File: src/rtl/present_pkg.sv
// Shared definitions for the iterative PRESENT core: S-box tables, FSM states,
// round-count default and key-width dependent bit positions.
// Optional feature macro: PRESENT_DEC_EN (compiles in the inverse S-box).
package present_pkg;

    // Standard PRESENT runs 31 full rounds; reduced-round builds override this.
    localparam int PRESENT_ROUNDS = 31;

    // Core FSM states. EXPAND and DRUN are only reachable in decrypt builds.
    typedef enum logic [2:0] {
        IDLE   = 3'd0,
        RUN    = 3'd1,
        EXPAND = 3'd2,
        DRUN   = 3'd3,
        FINAL  = 3'd4,
        HOLD   = 3'd5
    } state_t;

    // Position of the round-counter XOR inside the key register.
    localparam int KEY80_RC_LSB  = 15;
    localparam int KEY128_RC_LSB = 62;

    // Number of top key nibbles passed through the S-box per key step.
    localparam int KEY80_TOP_NIBBLES  = 1;
    localparam int KEY128_TOP_NIBBLES = 2;

    function automatic int rc_lsb(input int key_w);
        return (key_w == 128) ? KEY128_RC_LSB : KEY80_RC_LSB;
    endfunction

    function automatic int top_nibbles(input int key_w);
        return (key_w == 128) ? KEY128_TOP_NIBBLES : KEY80_TOP_NIBBLES;
    endfunction

    // PRESENT 4-bit S-box.
    function automatic logic [3:0] sbox(input logic [3:0] v);
        logic [3:0] s;
        case (v)
            4'h0: s = 4'hC;
            4'h1: s = 4'h5;
            4'h2: s = 4'h6;
            4'h3: s = 4'hB;
            4'h4: s = 4'h9;
            4'h5: s = 4'h0;
            4'h6: s = 4'hA;
            4'h7: s = 4'hD;
            4'h8: s = 4'h3;
            4'h9: s = 4'hE;
            4'hA: s = 4'hF;
            4'hB: s = 4'h8;
            4'hC: s = 4'h4;
            4'hD: s = 4'h7;
            4'hE: s = 4'h1;
            default: s = 4'h2;
        endcase
        return s;
    endfunction

`ifdef PRESENT_DEC_EN
    // Inverse of the PRESENT S-box.
    function automatic logic [3:0] sbox_inv(input logic [3:0] v);
        logic [3:0] s;
        case (v)
            4'h0: s = 4'h5;
            4'h1: s = 4'hE;
            4'h2: s = 4'hF;
            4'h3: s = 4'h8;
            4'h4: s = 4'hC;
            4'h5: s = 4'h1;
            4'h6: s = 4'h2;
            4'h7: s = 4'hD;
            4'h8: s = 4'hB;
            4'h9: s = 4'h4;
            4'hA: s = 4'h6;
            4'hB: s = 4'h3;
            4'hC: s = 4'h0;
            4'hD: s = 4'h7;
            4'hE: s = 4'h9;
            default: s = 4'hA;
        endcase
        return s;
    endfunction
`endif

endpackage

File: src/rtl/present_iter_if.sv
// Request/response bundle for present_iter: valid/ready on the input side
// (block + key) and on the output side (result).
// Optional feature macro: PRESENT_DEC_EN (adds the dec request bit).
interface present_iter_if #(
    parameter int KEY_W = 80
) ();

    logic             i_valid;
    logic             i_ready;
    logic [63:0]      x;
    logic [KEY_W-1:0] k;
`ifdef PRESENT_DEC_EN
    logic             dec;
`endif
    logic             o_valid;
    logic             o_ready;
    logic [63:0]      r;

`ifdef PRESENT_DEC_EN
    modport master (
        output i_valid, x, k, dec, o_ready,
        input  i_ready, o_valid, r
    );
    modport slave (
        input  i_valid, x, k, dec, o_ready,
        output i_ready, o_valid, r
    );
`else
    modport master (
        output i_valid, x, k, o_ready,
        input  i_ready, o_valid, r
    );
    modport slave (
        input  i_valid, x, k, o_ready,
        output i_ready, o_valid, r
    );
`endif

endinterface

File: src/rtl/present_key_step.sv
// One PRESENT key-schedule step, combinational. dir=0 gives the forward step
// (rotate left 61, S-box on top nibble(s), XOR round counter); dir=1 gives the
// exact inverse (undo counter XOR, inverse S-box, rotate right 61).
// Optional feature macro: PRESENT_DEC_EN (compiles in the inverse step).
module present_key_step
    import present_pkg::*;
#(
    parameter int KEY_W = 80
) (
    input  logic [KEY_W-1:0] key,
    input  logic [4:0]       rc,
    input  logic             dir,
    output logic [KEY_W-1:0] key_n
);

    localparam int RC_LSB = rc_lsb(KEY_W);
    localparam int NTOP   = top_nibbles(KEY_W);
    localparam int LOW_W  = KEY_W - 4 * NTOP;

    genvar gi;

    // Counter XOR mask, shared by both directions since XOR is self-inverse.
    logic [KEY_W-1:0] rc_mask;
    assign rc_mask = KEY_W'(rc) << RC_LSB;

    // Forward step: rotate first, then substitute the new top nibble(s).
    logic [KEY_W-1:0] fwd_rot;
    logic [KEY_W-1:0] fwd_sub;
    logic [KEY_W-1:0] fwd_key;

    assign fwd_rot = {key[KEY_W-62:0], key[KEY_W-1:KEY_W-61]};

    generate
        for (gi = 0; gi < NTOP; gi++) begin : g_fwd_sbox
            assign fwd_sub[KEY_W-1-4*gi -: 4] = sbox(fwd_rot[KEY_W-1-4*gi -: 4]);
        end
    endgenerate
    assign fwd_sub[LOW_W-1:0] = fwd_rot[LOW_W-1:0];
    assign fwd_key = fwd_sub ^ rc_mask;

`ifdef PRESENT_DEC_EN
    // Inverse step: undo the XOR and substitution, then rotate back.
    logic [KEY_W-1:0] inv_xor;
    logic [KEY_W-1:0] inv_sub;
    logic [KEY_W-1:0] inv_key;

    assign inv_xor = key ^ rc_mask;

    generate
        for (gi = 0; gi < NTOP; gi++) begin : g_inv_sbox
            assign inv_sub[KEY_W-1-4*gi -: 4] = sbox_inv(inv_xor[KEY_W-1-4*gi -: 4]);
        end
    endgenerate
    assign inv_sub[LOW_W-1:0] = inv_xor[LOW_W-1:0];
    assign inv_key = {inv_sub[60:0], inv_sub[KEY_W-1:61]};

    assign key_n = dir ? inv_key : fwd_key;
`else
    // Encrypt-only build: the direction input has nothing to select.
    logic dir_unused;
    assign dir_unused = dir;
    assign key_n      = fwd_key;
`endif

endmodule

File: src/rtl/present_iter.sv
// Iterative PRESENT block cipher: one round per clock with an on-chip key
// schedule, one block in flight, valid/ready on both sides. The result is
// registered and held until the consumer takes it.
// Optional feature macro: PRESENT_DEC_EN (decryption via EXPAND + DRUN).
module present_iter
    import present_pkg::*;
#(
    parameter int KEY_W  = 80,
    parameter int ROUNDS = PRESENT_ROUNDS
) (
    input  logic          clk,
    input  logic          rst,
    present_iter_if.slave bus
);

    generate
        if (KEY_W != 80 && KEY_W != 128) begin : g_bad_key_w
            $error("present_iter: KEY_W must be 80 or 128");
        end
        if (ROUNDS < 1 || ROUNDS > 31) begin : g_bad_rounds
            $error("present_iter: ROUNDS must be in 1..31");
        end
    endgenerate

    localparam logic [4:0] RC_LAST  = 5'(ROUNDS);
    localparam logic [4:0] RC_FIRST = 5'd1;

    genvar gi;

    state_t           fsm_reg,     fsm_next;
    logic [63:0]      state_reg,   state_next;
    logic [KEY_W-1:0] key_reg,     key_next;
    logic [4:0]       rc_reg,      rc_next;
    logic [63:0]      r_reg,       r_next;
    logic             o_valid_reg, o_valid_next;

    // Round-key addition is shared by encrypt rounds, decrypt rounds and FINAL.
    logic [63:0] round_key;
    logic [63:0] add_key;
    logic [63:0] sub_layer;
    logic [63:0] enc_state;

    assign round_key = key_reg[KEY_W-1 -: 64];
    assign add_key   = state_reg ^ round_key;

    generate
        for (gi = 0; gi < 16; gi++) begin : g_sbox
            assign sub_layer[4*gi +: 4] = sbox(add_key[4*gi +: 4]);
        end
        // Bit j goes to 16j mod 63; this index form also pins bit 63.
        for (gi = 0; gi < 64; gi++) begin : g_perm
            assign enc_state[(gi % 4) * 16 + gi / 4] = sub_layer[gi];
        end
    endgenerate

`ifdef PRESENT_DEC_EN
    // Decrypt round: inverse permutation then inverse S-box layer.
    logic [63:0] pinv_layer;
    logic [63:0] dec_state;

    generate
        for (gi = 0; gi < 64; gi++) begin : g_perm_inv
            assign pinv_layer[gi] = add_key[(gi % 4) * 16 + gi / 4];
        end
        for (gi = 0; gi < 16; gi++) begin : g_sbox_inv
            assign dec_state[4*gi +: 4] = sbox_inv(pinv_layer[4*gi +: 4]);
        end
    endgenerate
`endif

    // The key step runs backwards only while decrypt rounds are active.
    logic             step_dir;
    logic [KEY_W-1:0] key_stepped;

`ifdef PRESENT_DEC_EN
    assign step_dir = (fsm_reg == DRUN);
`else
    assign step_dir = 1'b0;
`endif

    present_key_step #(
        .KEY_W (KEY_W)
    ) u_key_step (
        .key   (key_reg),
        .rc    (rc_reg),
        .dir   (step_dir),
        .key_n (key_stepped)
    );

    // Next-state and datapath control; rc saturates at its terminal value.
    always_comb begin
        fsm_next     = fsm_reg;
        state_next   = state_reg;
        key_next     = key_reg;
        rc_next      = rc_reg;
        r_next       = r_reg;
        o_valid_next = o_valid_reg;

        case (fsm_reg)
            IDLE: begin
                if (bus.i_valid) begin
                    state_next = bus.x;
                    key_next   = bus.k;
                    rc_next    = RC_FIRST;
`ifdef PRESENT_DEC_EN
                    fsm_next   = bus.dec ? EXPAND : RUN;
`else
                    fsm_next   = RUN;
`endif
                end
            end
            RUN: begin
                state_next = enc_state;
                key_next   = key_stepped;
                if (rc_reg == RC_LAST) begin
                    fsm_next = FINAL;
                end else begin
                    rc_next = rc_reg + 5'd1;
                end
            end
`ifdef PRESENT_DEC_EN
            EXPAND: begin
                key_next = key_stepped;
                if (rc_reg == RC_LAST) begin
                    fsm_next = DRUN;
                end else begin
                    rc_next = rc_reg + 5'd1;
                end
            end
            DRUN: begin
                state_next = dec_state;
                key_next   = key_stepped;
                if (rc_reg == RC_FIRST) begin
                    fsm_next = FINAL;
                end else begin
                    rc_next = rc_reg - 5'd1;
                end
            end
`endif
            FINAL: begin
                r_next       = add_key;
                o_valid_next = 1'b1;
                fsm_next     = HOLD;
            end
            HOLD: begin
                if (bus.o_ready) begin
                    o_valid_next = 1'b0;
                    fsm_next     = IDLE;
                end
            end
            default: begin
                fsm_next = IDLE;
            end
        endcase
    end

    // State registers; reset discards any in-flight block.
    always_ff @(posedge clk or posedge rst) begin
        if (rst) begin
            fsm_reg     <= IDLE;
            state_reg   <= '0;
            key_reg     <= '0;
            rc_reg      <= '0;
            r_reg       <= '0;
            o_valid_reg <= 1'b0;
        end else begin
            fsm_reg     <= fsm_next;
            state_reg   <= state_next;
            key_reg     <= key_next;
            rc_reg      <= rc_next;
            r_reg       <= r_next;
            o_valid_reg <= o_valid_next;
        end
    end

    assign bus.i_ready = (fsm_reg == IDLE);
    assign bus.o_valid = o_valid_reg;
    assign bus.r       = r_reg;

endmodule

File: src/flat_wrapper.sv
// flat-port wrapper written by rule: the top's interface ports become plain ports
module present_iter_flat import present_pkg::*;
#(
    parameter int KEY_W  = 80,
    parameter int ROUNDS = PRESENT_ROUNDS
)
  (clk, rst, bus_i_valid, bus_x, bus_k, bus_o_ready, bus_i_ready, bus_o_valid, bus_r);
  present_iter_if #(.KEY_W(KEY_W)) bus_i ();
  input  logic clk;
  input  logic rst;
  input wire logic [$bits(bus_i.i_valid)-1:0] bus_i_valid;
  input wire logic [$bits(bus_i.x)-1:0] bus_x;
  input wire logic [$bits(bus_i.k)-1:0] bus_k;
  input wire logic [$bits(bus_i.o_ready)-1:0] bus_o_ready;
  output wire logic [$bits(bus_i.i_ready)-1:0] bus_i_ready;
  output wire logic [$bits(bus_i.o_valid)-1:0] bus_o_valid;
  output wire logic [$bits(bus_i.r)-1:0] bus_r;
  assign bus_i.i_valid = bus_i_valid;
  assign bus_i.x = bus_x;
  assign bus_i.k = bus_k;
  assign bus_i.o_ready = bus_o_ready;
  assign bus_i_ready = bus_i.i_ready;
  assign bus_o_valid = bus_i.o_valid;
  assign bus_r = bus_i.r;
  present_iter #(.KEY_W(KEY_W), .ROUNDS(ROUNDS)) u_core (.clk(clk), .rst(rst), .bus(bus_i));
endmodule
File: config.mk
export PLATFORM = sky130hd
export DESIGN_NAME = present_iter_flat
export DESIGN_NICKNAME = d
export VERILOG_FILES = /design/src/rtl/present_pkg.sv /design/src/rtl/present_iter_if.sv /design/src/rtl/present_key_step.sv /design/src/rtl/present_iter.sv /design/src/flat_wrapper.sv
export SDC_FILE = /design/constraint.sdc
export NUM_CORES = 1
export LEC_CHECK = 0
export ABC_AREA = 0
export BUFFER_PORTS_ARGS = -buffer_cell sky130_fd_sc_hd__buf_2
export CAP_MARGIN = 20
export CORE_ASPECT_RATIO = 0.8
export CORE_UTILIZATION = 51
export DETAILED_ROUTE_END_ITERATION = 10
export PLACE_DENSITY = 0.77
export SLEW_MARGIN = 20
export SYNTH_ARGS = -nofsm -noshare
export SYNTH_HDL_FRONTEND = slang
export SYNTH_SLANG_ARGS = --single-unit
File: constraint.sdc
create_clock -name clk -period 6.6 [get_ports clk]
set_input_delay 0.99 -clock clk [delete_from_list [all_inputs] [get_ports clk]]
set_output_delay 0.99 -clock clk [all_outputs]
set_load 0.01 [all_outputs]
# Yosys cells after proc, flatten, opt, wreduce, memory -nomap -nowiden
# Memories as Yosys holds them, arrays and structs flattened.
# Cells that the tools add are included.
# Widths: inputs -> output; s select.
[totals]
memories = 17
ff_bits = 217
in_bits = 148
output_inout_bits = 66
romBits = 1088
[op_classes]
n_bitwise = 2
reduce_logical = 7
n_mux = 13
add_sub_neg = 1
eq_ne = 8
[mem_list]
columns = ["name", "depth", "word_bits", "rd", "rd_ports_with_merged_regs", "wr", "line_no", "text"]
rows = [
  ["(no name shown)", 16, 4, 1, 0, 0, "present_pkg.sv:38", "case (v)"],
  ["(no name shown)", 16, 4, 1, 0, 0, "present_pkg.sv:38", ""],
  ["(no name shown)", 16, 4, 1, 0, 0, "present_pkg.sv:38", ""],
  ["(no name shown)", 16, 4, 1, 0, 0, "present_pkg.sv:38", ""],
  ["(no name shown)", 16, 4, 1, 0, 0, "present_pkg.sv:38", ""],
  ["(no name shown)", 16, 4, 1, 0, 0, "present_pkg.sv:38", ""],
  ["+11 memories", "n/a", "n/a", "n/a", "n/a", "n/a", "n/a", ""],
]
[ops]
columns = ["operator", "count"]
rows = [
  ["$pmux 80 s2", 1],
  ["$pmux 64 s2", 1],
  ["$mux 80", 1],
  ["$xor 80x20->80", 1],
  ["$mux 64", 1],
  ["$xor 64x64->64", 1],
  ["$pmux 3 s4", 1],
  ["$mux 5", 2],
  ["$pmux 5 s2", 1],
  ["$mux 3", 3],
  ["$eq 3x3->1 const B", 2],
  ["$ne 2x2->1 const B", 3],
  ["$reduce_and 3->1", 2],
  ["$add 5x1->5 const B", 1],
  ["$eq 5x5->1 const B", 1],
  ["$reduce_and 2->1", 2],
  ["$reduce_bool 2->1", 2],
  ["$eq 3x1->1 const B", 1],
  ["$logic_not 3->1", 1],
  ["$ne 2x1->1 const B", 1],
  ["$pmux 1 s2", 1],
  ["$mux 1", 1],
]

# Longest topological paths before layout
# Gate-level depths: netlist of the first run.
[logic_depth]
word_depth = 3
mapped_depth = 9
mapped_depth_nobuf = 7

# Hierarchy
# From an unflattened synthesis of the first run, not the netlist that was laid out.
[unflattened]
cells_unflattened = 1351
hier_area_um2 = 13112.6
[modules_own_cells]
columns = ["module", "instances", "area_each_um2", "cells_per_inst"]
rows = [
  ["present_iter", 1, 12350.6, 1257],
  ["present_key_step", 1, 762.0, 94],
]

# Worst setup path before layout of the first run
# Ideal clock, no wire load.
[synth_timing]
path_type = "in2reg"
startpoint = "input port bus_i_valid"
endpoint = "register u_core.state_reg[43]"
path_stages = 6
slack_ns = 4.503
setup_time_ns = 0.127
required_ns = 6.473
arrival_ns = 1.970
n_path_buf = 2
cell_sequence = "nand2b_1 > buf_2 > o21ai_1 > clkbuf_1 > a222oi_1 > inv_1"
[synth_via]
elab_chain_len = 2
[synth_rtl]
columns = ["item", "line_no", "text"]
rows = [
  ["from (decl)", "flat_wrapper.sv:11", "input wire logic [$bits(bus_i.i_valid)-1:0] bus_i_valid;"],
  ["$ne 2x2->1 (no source line)", "n/a", ""],
  ["$reduce_and 2->1 (no source line)", "n/a", ""],
  ["to (signal assigned)", "present_iter.sv:168", "state_reg <= state_next;"],
  ["to (decl)", "present_iter.sv:31", "logic [63:0] state_reg, state_next;"],
]
# No other way between the ends.
# A chain may end at the register's enable or synchronous reset.

# Worst setup path after layout of the first run
[layout_timing]
startpoint = "register u_core.fsm_reg[0]"
endpoint = "register u_core.state_reg[8]"
[layout_via]
elab_chain_len = 3
word_cells_on_any_way = 6
[layout_rtl]
columns = ["item", "line_no", "text"]
rows = [
  ["from (decl)", "present_iter.sv:30", "state_t fsm_reg, fsm_next;"],
  ["from (signal assigned)", "present_iter.sv:167", "fsm_reg <= fsm_next;"],
  ["$eq 3x1->1 / $logic_not 3->1 (equally long branches)", "present_iter.sv:99", "case (fsm_reg)"],
  ["$reduce_bool 2->1 (no source line) / $ne 2x2->1 (equally long branches)", "n/a", ""],
  ["$reduce_and 2->1 (no source line)", "n/a", ""],
]
# Several ways; a longest one is shown, not always the timed one.

==> impl_results.md, run 1 <==
- Yosys top cell by area: dfrtp_1
- Req. time, crit path: 7.02 ns
- Setup violators final: 0
- Max stage delay on crit path: 0.87 ns
- 1st-iter DRT viols: 1389
- Bufs on Longest Clock Path: 3
- RSZ-0062 raised after global routing: no
- Status: finished, final reports clean
- Chip Width: 174.4 um
- CTS tree: yes
- Initial core utilization: 51.84%
- Final wirelength: 39450 um
- Pin count of the biggest net entering global routing: 135
- Post-synthesis mux area share: 6.612%
- Pins Over Slew Limit: 0
- Main synth FF type: dfrtp_1
- Core ar.: 0.02340 mm2
- Post-DP HPWL: 28370 um
- NumNets Final: 1650
- Overall Global Routing Usage: 32.37%
- Wire per inst: 22.30 um
- Adder-cell share of the synthesized area: 6.086%
- Worst R2R Path Depth: 7
- Synthesized flop and latch total: 216
- Final std cells w/o fill: 1769
- Max-cap violations: 0
- Via count: 11.06k
- Top cells by area, synth: dfrtp_1 (45%), nor2_1 (6.1%), ha_1 (6.1%)
- Worst skew pair latency: 0.51 ns
- Setup_tns: 0 ns
- Total CTS buffers: 23
- Fill count: 1959
- CP max FO: 43
- Worst slew pin tran: 1.138 ns
- Post-synth EDFFs: 0
- Critical Path, Cell by Cell: inv_1 -> ha_2 -> nand2_1 -> nor2_4 -> buf_4 -> a22oi_1 -> o21ai_0
- VDD IR max: 304.0 uV
- Die Ht: 139.9 um
- Minimum clock period: 3.814 ns
- Placed insts: 1730
- Rows: 50
- Worst EP arrival: 4.23 ns
- Core Util, Final: 60.68%
- Maximum clock frequency: 262.2 MHz
- Synth Cell Area: 0.01213 mm2
- Residual DRC: 0
- Area growth syn-to-layout: 17.05%
- Seq/Total Area, Yosys: 44.56%
- Post-CTS sizing: 0
- Headroom to the max-slew limit: 23.59%
- Syn Nets: 1473
- Max FFs per register: 80
- Synth Area in Compound Gates: 21.20%
- Clock Tree Root: clkbuf_16
- Worst Hold Class: input pin to asynchronous set/reset pin
- Io pins: 214
- PortBufs: 213
- Hold_buf cts: 0
- Syn. warnings: 0
- Crit path launch type: flip-flop
- H-tree depth: 1
- Vias in the first global route: 10.32k
- Simple-gate share of the synthesized area: 9.789%
- ANT nets after route: 0
- Top-area cell type share of the netlist area: 44.56%
- Synth top cells by count: dfrtp_1 (216), nor2_1 (198), a21oi_1 (121), o22ai_1 (112), inv_1 (87)
- Post-CTS Setup Bufs: 0
- Layout cells sized above 1: 21.14%
- Slowest-stage cell, CP: ha_2
- Clock Skew: 0.01016 ns
- Worst Path Class, Setup: flip-flop to flip-flop
- Mapped Avg Cell Area: 9.582 um2
- Place WS: 2.953 ns
- First-pass DRT Iterations: 5
- Setup ws final: 2.786 ns
- Diode count: 0
- Post-Synthesis Cells: 1266
- Largest family of logic cells by synthesized area: compound AO/OA/AOI/OAI gates
- Clk slew on worst S/H paths: 0.06 ns
- Global-route wire length before repair: 60390 um
- Initial antenna violation count: 0
- LEAKAGE: 6.344 nW
- Count leader, synth: dfrtp_1
- Tcrit/Tclk final: 57.78%
- Die area: 0.02441 mm2
- Post-synth ARST share: 100.0%
- Drt via density: 6.252
- CTS sink count: 216
- Pwr dens: 681.8 mW/mm2
- Post-Synth XOR/XNOR Area: 6.694%
- Unique cell type count in the Yosys netlist: 46
- GP Congestion: 0.9324
- Gr ovfl total: 0
- Setup crit end kind: flip-flop
- Final Hold Fails: 0
final timing paths:
path                                               start                         endpoint  slack (ns)
setup / recovery           u_core.fsm_reg[0]$_DFFE_PP0P_  u_core.state_reg[8]$_DFFE_PP0P_        2.79
hold / removal                                       rst     u_core.bus.r[16]$_DFFE_PP0P_        0.39
setup reg to reg           u_core.fsm_reg[0]$_DFFE_PP0P_  u_core.state_reg[8]$_DFFE_PP0P_        2.79
hold reg to reg             u_core.bus.r[31]$_DFFE_PP0P_     u_core.bus.r[31]$_DFFE_PP0P_        0.51
max in group asynchronous                            rst     u_core.bus.r[56]$_DFFE_PP0P_        5.25
min in group clk            u_core.bus.r[31]$_DFFE_PP0P_     u_core.bus.r[31]$_DFFE_PP0P_        0.51
final cells by class:
cell class / instances / area (um2) / area share [%]
Inverter: 88 / 334.1 / 2.353
Multi-Input combinational cell: 890 / 6181 / 43.53
Clock buffer: 35 / 700.7 / 4.935
Timing Repair Buffer: 224 / 1165 / 8.204
Sequential cell: 216 / 5405 / 38.07
Tap cell: 312 / 390.4 / 2.749
Clock inverter: 4 / 22.52 / 0.1586
kinds of logic after synthesis:
family                   after synthesis
AND/OR/NAND/NOR                      288
buffers and inverters                160
multiplexers                          59
flip-flops                           216
adder cells (fa/ha/maj)               59
AO/OA/AOI/OAI                        399
XOR/XNOR                              85
critical path: cells and delay by family (launching register included):
kind                       cells  cell delay (ns)
AOI/OAI and AO/OA              2             0.29
adders and majority gates      1             0.87
buffers and inverters          2             0.61
DFF                            1             0.40
and+or+nand+nor                2             1.52
stage by stage:
stage          cell area, um2  hold slack [ns]  total power (W)
2_1_floorplan           12130           0.5006         0.006646
3_3_place_gp            13460           0.4910         0.008051
3_5_place_dp            13470           0.4905         0.008269
4_1_cts                 14190           0.3848         0.009567
5_1_grt                 14200           0.3968          0.01036
6_report                14200           0.3880         0.009680
cell usage in the layout, fill, tap and decap left out, types with 3 or more instances in the layout:
cell type / Yosys / final
nor2_1: 198 / 196
clkbuf_16: 0 / 23
a2bb2oi_1: 13 / 13
a21oi_1: 121 / 121
a221oi_1: 5 / 5
o211ai_1: 4 / 4
o22ai_1: 112 / 112
a222oi_1: 12 / 12
buf_4: 0 / 9
nand3_1: 23 / 23
mux2i_1: 34 / 34
o221ai_1: 19 / 19
xnor2_2: 8 / 8
o221a_2: 3 / 3
nor3_1: 4 / 4
dfrtp_1: 216 / 216
clkbuf_8: 0 / 8
xor2_1: 23 / 23
ha_1: 59 / 56
a221o_1: 24 / 24
a21o_1: 3 / 3
nand2_1: 35 / 33
o31ai_1: 3 / 3
o21ai_0: 49 / 49
clkbuf_1: 50 / 4
clkinv_2: 0 / 3
mux4_2: 16 / 16
a22oi_1: 19 / 19
mux2_2: 8 / 8
a31oi_1: 3 / 3
inv_1: 87 / 86
xnor2_1: 53 / 53
buf_2: 11 / 213
nor2b_1: 22 / 21
report_power, final:
group | leakage (nW) | total (W) | internal [W] | switching (W)
Clock | 0.358 | 0.00127 | 0.000726 | 0.000540
Sequential | 2.45 | 0.00268 | 0.00197 | 0.000702
Combinational | 3.54 | 0.00574 | 0.00238 | 0.00336
per-layer routing:
metal	vias to the layer above	share of wire, %	track usage [%]
li1	4921	-	-
met2	702	42	47.35
met5	-	0	0
met4	0	3.7	10.39
met3	87	13	7.438
met1	5350	41	47.51
Note: power is estimated with default switching activity, not from simulation.
==> inputs of run 2 (changes only) <==
--- a/config.mk
+++ b/config.mk
@@ -5,13 +5,13 @@
 export SDC_FILE = /design/constraint.sdc
 export NUM_CORES = 1
 export LEC_CHECK = 0
-export ABC_AREA = 0
+export ABC_AREA = 1
 export BUFFER_PORTS_ARGS = -buffer_cell sky130_fd_sc_hd__buf_2
 export CAP_MARGIN = 20
 export CORE_ASPECT_RATIO = 0.8
-export CORE_UTILIZATION = 51
+export CORE_UTILIZATION = 56
 export DETAILED_ROUTE_END_ITERATION = 10
-export PLACE_DENSITY = 0.77
+export PLACE_DENSITY = 0.79
 export SLEW_MARGIN = 20
 export SYNTH_ARGS = -nofsm -noshare
 export SYNTH_HDL_FRONTEND = slang
==> constraint.sdc (replaced) <==
create_clock -name clk -period 3.86 [get_ports clk]
set_input_delay 0.579 -clock clk [delete_from_list [all_inputs] [get_ports clk]]
set_output_delay 0.579 -clock clk [all_outputs]
set_load 0.01 [all_outputs]
==> run 2 against run 1 <==
Against the previous run: first-iteration DRC count grew 9.8%; clock-buffer cell count shrank 3; worst setup slack lost 1.6 ns; non-clock buffer count is the same; global-route usage grew 2.3 points; routed wire length grew 1.6%; critical path depth grew 1; critical path type unchanged; critical endpoint is now u_core.key_reg[29]$_DFFE_PP0P_; largest power group unchanged.
==> impl_results.md, run 2 <==
- Chip Width: 171.9 um (-1.4%)
- Final wirelength: 40080 um (+1.6%)
- Worst skew pair latency: 0.53 ns (+0.02 ns)
- Total CTS buffers: 24 (+4.3%)
- Final Hold Fails: 0 (unchanged)
- Max stage delay on crit path: 0.57 ns (-0.30 ns)
- Vias in the first global route: 11.85k (+15%)
- Post-CTS Setup Bufs: 0 (unchanged)
- Reg2reg start: u_core.fsm_reg[2]$_DFFE_PP0P_
- R2R setup slack: 1.21 ns (-1.57 ns)
- H-tree depth: 1 (unchanged)
- Internal power: 0.008154 W (+60%)
- Post-route cell area: 0.01501 mm2 (+5.7%)
- 1st-iter DRT viols: 1525 (+9.8%)
- Clock Skew: 0.01468 ns (+0.004514 ns)
- First-pass DRT Iterations: 5 (unchanged)
- Maximum clock frequency: 377.6 MHz (+44%)
- Main synth FF type: dfrtp_1
- P_sw: 0.008427 W (+83%)
- Yosys top cell by area: dfrtp_1
- GP Congestion: 0.9523 (+2.1%)
- Die area: 0.02371 mm2 (-2.9%)
- Post-DP HPWL: 29460 um (+3.8%)
- Status: finished, final reports clean
- Placed Area: 0.01419 mm2 (+5.3%)
- Net Sw Frac: 50.82% (+3.3 points)
- Setup violators final: 0 (unchanged)
- Clock Tree Root: clkbuf_16
- Gr ovfl total: 0 (unchanged)
- Uppermost routed layer: met4
- Headroom to the max-slew limit: 24.97% (+1.4 points)
- Worst slew pin tran: 1.124 ns (-0.01419 ns)
- Tcrit/Tclk final: 68.60% (+11 points)
- Io pins: 214 (unchanged)
- Post-route total power: 0.01658 W (+71%)
- Synthesized flop and latch total: 216 (unchanged)
- Syn Nets: 2026 (+38%)
- Max-cap violations: 0 (unchanged)
- Hold_buf cts: 0 (unchanged)
- Mapped Avg Cell Area: 7.110 um2 (-26%)
- Top cells by area, synth: dfrtp_1 (42%), nand2_1 (19%), nand3_1 (6.6%)
- Pins Over Slew Limit: 0 (unchanged)
- Post-Synthesis Cells: 1819 (+44%)
- Syn. warnings: 0 (unchanged)
- VDD IR max: 534.5 uV (+76%)
- Post-synth ARST share: 100.0% (unchanged)
- Max FFs per register: 80 (unchanged)
- Top-area cell type share of the netlist area: 41.79% (-2.8 points)
- Worst Hold Class: input pin to asynchronous set/reset pin
- Global-route wire length before repair: 62960 um (+4.3%)
- CTS sink count: 216 (unchanged)
- Residual DRC: 0 (unchanged)
- Met3 WL post-DR: 4005 um (-20%)
- Worst Path Class, Setup: flip-flop to flip-flop
- Synth Cell Area: 0.01293 mm2 (+6.6%)
- Unique cell type count in the Yosys netlist: 28 (-39%)
- Critical Path Start: u_core.fsm_reg[2]$_DFFE_PP0P_
- Setup crit end kind: flip-flop
- Comb pwr share: 57.6% (-1.7 points)
- Critical Path, Cell by Cell: inv_1 -> ha_2 -> buf_4 -> inv_4 -> nand2_4 -> buf_4 -> nor2_1 -> nor2_1
- CTS tree: yes
- Post-CTS sizing: 0 (unchanged)
- Clock power frac: 14.5% (+1.4 points)
- Seq/Total Area, Yosys: 41.79% (-2.8 points)
- Core Util, Final: 66.53% (+5.8 points)
- Rows: 49 (-2.0%)
- WL met2: 17780 um (+6.4%)
- Final std cells w/o fill: 2331 (+32%)
- Drt via density: 5.572 (-11%)
- RSZ-0062 raised after global routing: no
- Pin count of the biggest net entering global routing: 81 (-40%)
- Met1 Wirelength: 17190 um (+5.7%)
- Core ar.: 0.02256 mm2 (-3.6%)
- CP max FO: 72 (+67%)
- Die Ht: 137.9 um (-1.4%)
- Via count: 12.99k (+17%)
- Placed insts: 2288 (+32%)
- Post-synth EDFFs: 0 (unchanged)
- Crit path launch type: flip-flop
- NumNets Final: 2215 (+34%)
- Synth top cells by count: nand2_1 (667), dfrtp_1 (216), nor2_1 (213), inv_1 (176), nand3_1 (171)
- Clk slew on worst S/H paths: 0.07 ns (about the same)
- Pwr dens: 1105 mW/mm2 (+62%)
- Overall Global Routing Usage: 34.63% (+2.3 points)
- Initial antenna violation count: 0 (unchanged)
- LEAKAGE: 8.104 nW (+28%)
- Sequential share of power: 27.9% (+0.3 points)
- Layout cells sized above 1: 14.47% (-6.7 points)
- Area growth syn-to-layout: 16.06%
- ANT nets after route: 0 (unchanged)
- Most common cell after layout, fill and taps aside: nand2_1
- Setup_tns: 0 ns (unchanged)
- Most frequent cells in the layout: nand2_1 (667), dfrtp_1 (216), nor2_1 (213), buf_2 (213), inv_1 (174)
- PortBufs: 213 (unchanged)
- Minimum clock period: 2.648 ns (-1.166 ns)
- Count leader, synth: nand2_1
- Worst EP arrival: 3.09 ns (-1.14 ns)
- Wire per inst: 17.20 um (-23%)
- Slowest-stage cell, CP: buf_4
- Diode count: 0 (unchanged)
- Bufs on Longest Clock Path: 3 (unchanged)
- Req. time, crit path: 4.30 ns (-2.72 ns)
- Initial core utilization: 57.33% (+5.5 points)
==> run 2: changes by cell type in the layout (fill, tap and decap cells not counted), moves of 19 or more <==
cell     before  now
a22oi_1      19    0
mux2i_1      34    0
o21ai_0      49   74
inv_1        86  174
xnor2_1      53   29
nor2b_1      21    0
o22ai_1     112   73
nand3_1      23  171
a221o_1      24    0
a21oi_1     121    9
nand2_1      33  667
==> run 2: power groups by stage <==
stage                     combinational, W  sequential [W]  clock (W)
after floorplan                    0.00699         0.00433          0
after global placement             0.00899         0.00456          0
after detailed placement           0.00935         0.00460          0
after CTS                          0.00944         0.00458    0.00242
after global routing                0.0109         0.00472    0.00252
final                              0.00955         0.00462    0.00241
==> run 2: final cells by class <==
type | instances | area, um2
tap | 306 | 382.9
clock buffer | 32 | 681.9
clock inverter | 11 | 142.6
inverter | 182 | 691.9
multi-input combinational | 1360 | 6507
sequential | 216 | 5405
fill | 2051 | 7551
timing repair buffer | 224 | 1199
==> run 2: path summary, 6_finish.rpt <==
kind	endpoint	cells after the start
setup / recovery	u_core.key_reg[29]$_DFFE_PP0P_	8
hold / removal	u_core.bus.r[5]$_DFFE_PP0P_	2
setup reg to reg	u_core.key_reg[29]$_DFFE_PP0P_	8
hold reg to reg	u_core.bus.r[58]$_DFFE_PP0P_	2
max in group asynchronous	u_core.state_reg[42]$_DFFE_PP0P_	3
min in group clk	u_core.state_reg[43]$_DFFE_PP0P_	3
==> run 2: cell families (layout without fill, tap and decap cells) <==
kind of cell / Yosys count / after routing / share of synthesized area, %
compound gates: 186 / 186 / 8.329
xor+xnor: 41 / 41 / 2.776
fa+ha+maj: 59 / 59 / 5.708
buf+inv: 243 / 449 / 7.913
flops: 216 / 216 / 41.79
simple gates: 1074 / 1074 / 33.48
==> run 2: routing by layer <==
metal | vias to the layer above | global-route usage (%)
met5 | - | 0
met4 | 0 | 10.23
met3 | 81 | 4.623
met2 | 684 | 54.14
met1 | 6055 | 50.18
li1 | 6169 | -
==> run 2: worst max-delay path, delay by kind of cell (launching register included) <==
family                     cells  cell delay [ns]
and+or+nand+nor                3             0.39
buffers and inverters          4             1.29
DFF                            1             0.40
adders and majority gates      1             0.39
==> run 2: metrics by stage <==
step                hold slack [ns]  worst slack [ns]
floorplan                    0.4693            0.4689
global placement             0.4590             1.347
detailed placement           0.4674             1.260
CTS                          0.2327             1.241
global route                 0.2564             1.047
finish                       0.2102             1.212
==> inputs of run 3 (changes only) <==
--- a/config.mk
+++ b/config.mk
@@ -5,13 +5,13 @@
 export SDC_FILE = /design/constraint.sdc
 export NUM_CORES = 1
 export LEC_CHECK = 0
-export ABC_AREA = 1
+export ABC_AREA = 0
 export BUFFER_PORTS_ARGS = -buffer_cell sky130_fd_sc_hd__buf_2
 export CAP_MARGIN = 20
 export CORE_ASPECT_RATIO = 0.8
-export CORE_UTILIZATION = 56
+export CORE_UTILIZATION = 51
 export DETAILED_ROUTE_END_ITERATION = 10
-export PLACE_DENSITY = 0.79
+export PLACE_DENSITY = 0.77
 export SLEW_MARGIN = 20
 export SYNTH_ARGS = -nofsm -noshare
 export SYNTH_HDL_FRONTEND = slang
==> constraint.sdc (replaced) <==
create_clock -name clk -period 2.1 [get_ports clk]
set_input_delay 0.315 -clock clk [delete_from_list [all_inputs] [get_ports clk]]
set_output_delay 0.315 -clock clk [all_outputs]
set_load 0.01 [all_outputs]
==> run 3 against run 2 <==
Against the previous run: sequential power grew 81%; clock-buffer cell count grew 1; hold slack worse by 0.19 ns; largest cell class unchanged; core utilization shrank 0.88 points; maximum frequency up 28%; global-route usage down 0.51 points; first-iteration DRC count decreased by 16%; critical path depth shrank 2; clock skew is 0.0046 ns higher.
==> impl_results.md, run 3 (synthesis gave the netlist of run 1 again) <==
- Setup ws final: 0.03060 ns (-1.181 ns)
- Setup_tns: 0 ns (unchanged)
- Minimum clock period: 2.069 ns (-0.5786 ns)
- Via count: 11.57k (-11%)
- Status: finished, final reports clean
- Tcrit/Tclk final: 98.54% (+30 points)
- Worst skew pair latency: 0.53 ns (about the same)
- Slowest-stage cell, CP: mux4_2
- Core ar.: 0.02340 mm2 (+3.7%)
- Worst EP arrival: 2.48 ns (-0.61 ns)
- Final wirelength: 42430 um (+5.8%)
- Die Ht: 139.9 um (+1.5%)
- Layout cells sized above 1: 28.13% (+14 points)
- Pwr dens: 2192 mW/mm2 (+98%)
- Setup crit end kind: flip-flop
- H-tree depth: 1 (unchanged)
- Initial antenna violation count: 1 (+1)
- Cell family with most CP delay: multiplexers
- Pin count of the biggest net entering global routing: 54 (-33%)
- CTS tree: yes
- Setup violators final: 0 (unchanged)
- GP Congestion: 0.9866 (+3.6%)
- Global-route wire length before repair: 62970 um (about the same)
- Worst slew pin tran: 0.6650 ns (-0.4588 ns)
- Final Hold Fails: 0 (unchanged)
- Area growth syn-to-layout: 26.62%
- Place WS: -0.03007 ns (-1.290 ns)
- Most common cell after layout, fill and taps aside: buf_2
- Drt via density: 6.166 (+11%)
- LEAKAGE: 7.017 nW (-13%)
- Io pins: 214 (unchanged)
- Placed insts: 1826 (-20%)
- Pins Over Slew Limit: 0 (unchanged)
- 1st-iter DRT viols: 1278 (-16%)
- Gr ovfl total: 0 (unchanged)
- Most frequent cells in the layout: buf_2 (213), dfrtp_1 (212), nor2_1 (196), a21oi_1 (121), o22ai_1 (112)
- Max-cap violations: 0 (unchanged)
- Worst Hold Class: input pin to flip-flop
- Rows: 50 (+2.0%)
- RSZ-0062 raised after global routing: yes
- Headroom to the max-slew limit: 55.56% (+31 points)
- Maximum clock frequency: 483.2 MHz (+28%)
- Crit path top cell by count: inv_1
- VDD IR max: 1059 uV (+98%)
- CP max FO: 4 (-94%)
- Max FFs per register: 80 (unchanged)
- NumNets Final: 1755 (-21%)
- Residual DRC: 0 (unchanged)
- ANT nets after route: 0 (unchanged)
- Vias in the first global route: 10.74k (-9.4%)
- Initial core utilization: 51.84% (-5.5 points)
- Clk slew on worst S/H paths: 0.07 ns (about the same)
- First-pass DRT Iterations: 6 (+1)
- Chip Width: 174.4 um (+1.5%)
- Hold_ws: 0.01740 ns (-0.1928 ns)
- Crit path launch type: flip-flop
- Overall Global Routing Usage: 34.12% (-0.51 points)
- Diode count: 0 (unchanged)
- Clock Skew: 0.01932 ns (+0.004643 ns)
- Clock Tree Root: clkbuf_16
- Worst Path Class, Setup: flip-flop to flip-flop
- Wire per inst: 22.62 um (+32%)
- Buf/Inv on CP: 2 (-2)
- Post-DP HPWL: 31650 um (+7.5%)
- CTS sink count: 216 (unchanged)
- Critical Path, Cell by Cell: xnor2_2 -> inv_1 -> ha_1 -> mux4_2 -> a222oi_1 -> inv_1
- Bufs on Longest Clock Path: 3 (unchanged)
- Req. time, crit path: 2.51 ns (-1.79 ns)
- Final std cells w/o fill: 1876 (-20%)
- Core Util, Final: 65.65% (-0.88 points)
- Die area: 0.02441 mm2 (+2.9%)
- PortBufs: 213 (unchanged)
- Total CTS buffers: 23 (-4.2%)
- Max stage delay on crit path: 0.47 ns (-0.10 ns)
-- run 3: changes by cell type in the layout (fill, tap and decap cells not counted), sizes merged, moves of 16 or more --
| cell | previous run | this run |
|---|---|---|
| a21oi | 10 | 121 |
| a221o | 0 | 24 |
| a22oi | 0 | 19 |
| buf | 224 | 328 |
| inv | 182 | 88 |
| mux2i | 0 | 34 |
| mux4 | 0 | 16 |
| nand2 | 672 | 35 |
| nand3 | 171 | 23 |
| nor2b | 0 | 22 |
| o21ai | 82 | 52 |
| o22ai | 73 | 112 |
| xnor2 | 29 | 61 |
-- run 3: worst paths after layout --
check,end,slack (ns),startpoint,cells after the start
worst max register to register,u_core.state_reg[39]$_DFFE_PP0P_,0.03,u_core.state_reg[29]$_DFFE_PP0P_,6
min in group asynchronous,u_core.bus.r[19]$_DFFE_PP0P_,0.35,rst,3
max in group asynchronous,u_core.bus.r[56]$_DFFE_PP0P_,1.07,rst,5
worst min register to register,u_core.bus.r[19]$_DFFE_PP0P_,0.51,u_core.bus.r[19]$_DFFE_PP0P_,1
worst max-delay path,u_core.state_reg[39]$_DFFE_PP0P_,0.03,u_core.state_reg[29]$_DFFE_PP0P_,6
worst min-delay path,u_core.state_reg[22]$_DFFE_PP0P_,0.02,bus_x[22],2
-- run 3: final cells by class --
cell class              instances  area (um2)
clock buffers                  33       663.1
clock inverters                 8       101.3
fillers                      1838        8038
inverters                      88       334.1
multi-input cells             890        6330
flip-flops and latches        216        5410
well taps                     312       390.4
repair buffers                329        2131
-- run 3: per-stage QoR --
stage	area [um2]	power, W
after CTS	15140	0.03261
after detailed placement	14360	0.02819
after floorplan	12130	0.02089
final	15360	0.03366
after global placement	14360	0.02754
after global routing	15360	0.03577
-- run 3: worst register-to-register path, cell delays in order, from the launching register on --
cell and delay (ns):
dfrtp_1 0.42, xnor2_2 0.27, inv_1 0.15, ha_1 0.31, mux4_2 0.47, a222oi_1 0.25, inv_1 0.08
-- run 3: metal layers --
metal	global-route usage [%]	vias to the layer above	wire, um
met5	0	-	0
met4	12.00	0	1691
met3	9.989	101	5379
met2	49.51	756	18230
met1	48.56	5583	17130
li1	-	5128	-
-- run 3: timing repair --
action / 4_1_cts / 5_1_grt
endpoints found under the hold margin: 13 / 0
hold buffers: 1 / 0
resized for setup: 2 / 27
endpoints found under the setup margin: 2 / 11
gates cloned: 0 / 0
pin swaps: 0 / 9
setup buffers: 0 / 8
-- run 3: report_power, final --
part,switching [W],internal [W]
sequential,0.00214,0.00621
clock,0.00176,0.00244
combinational,0.0116,0.00953
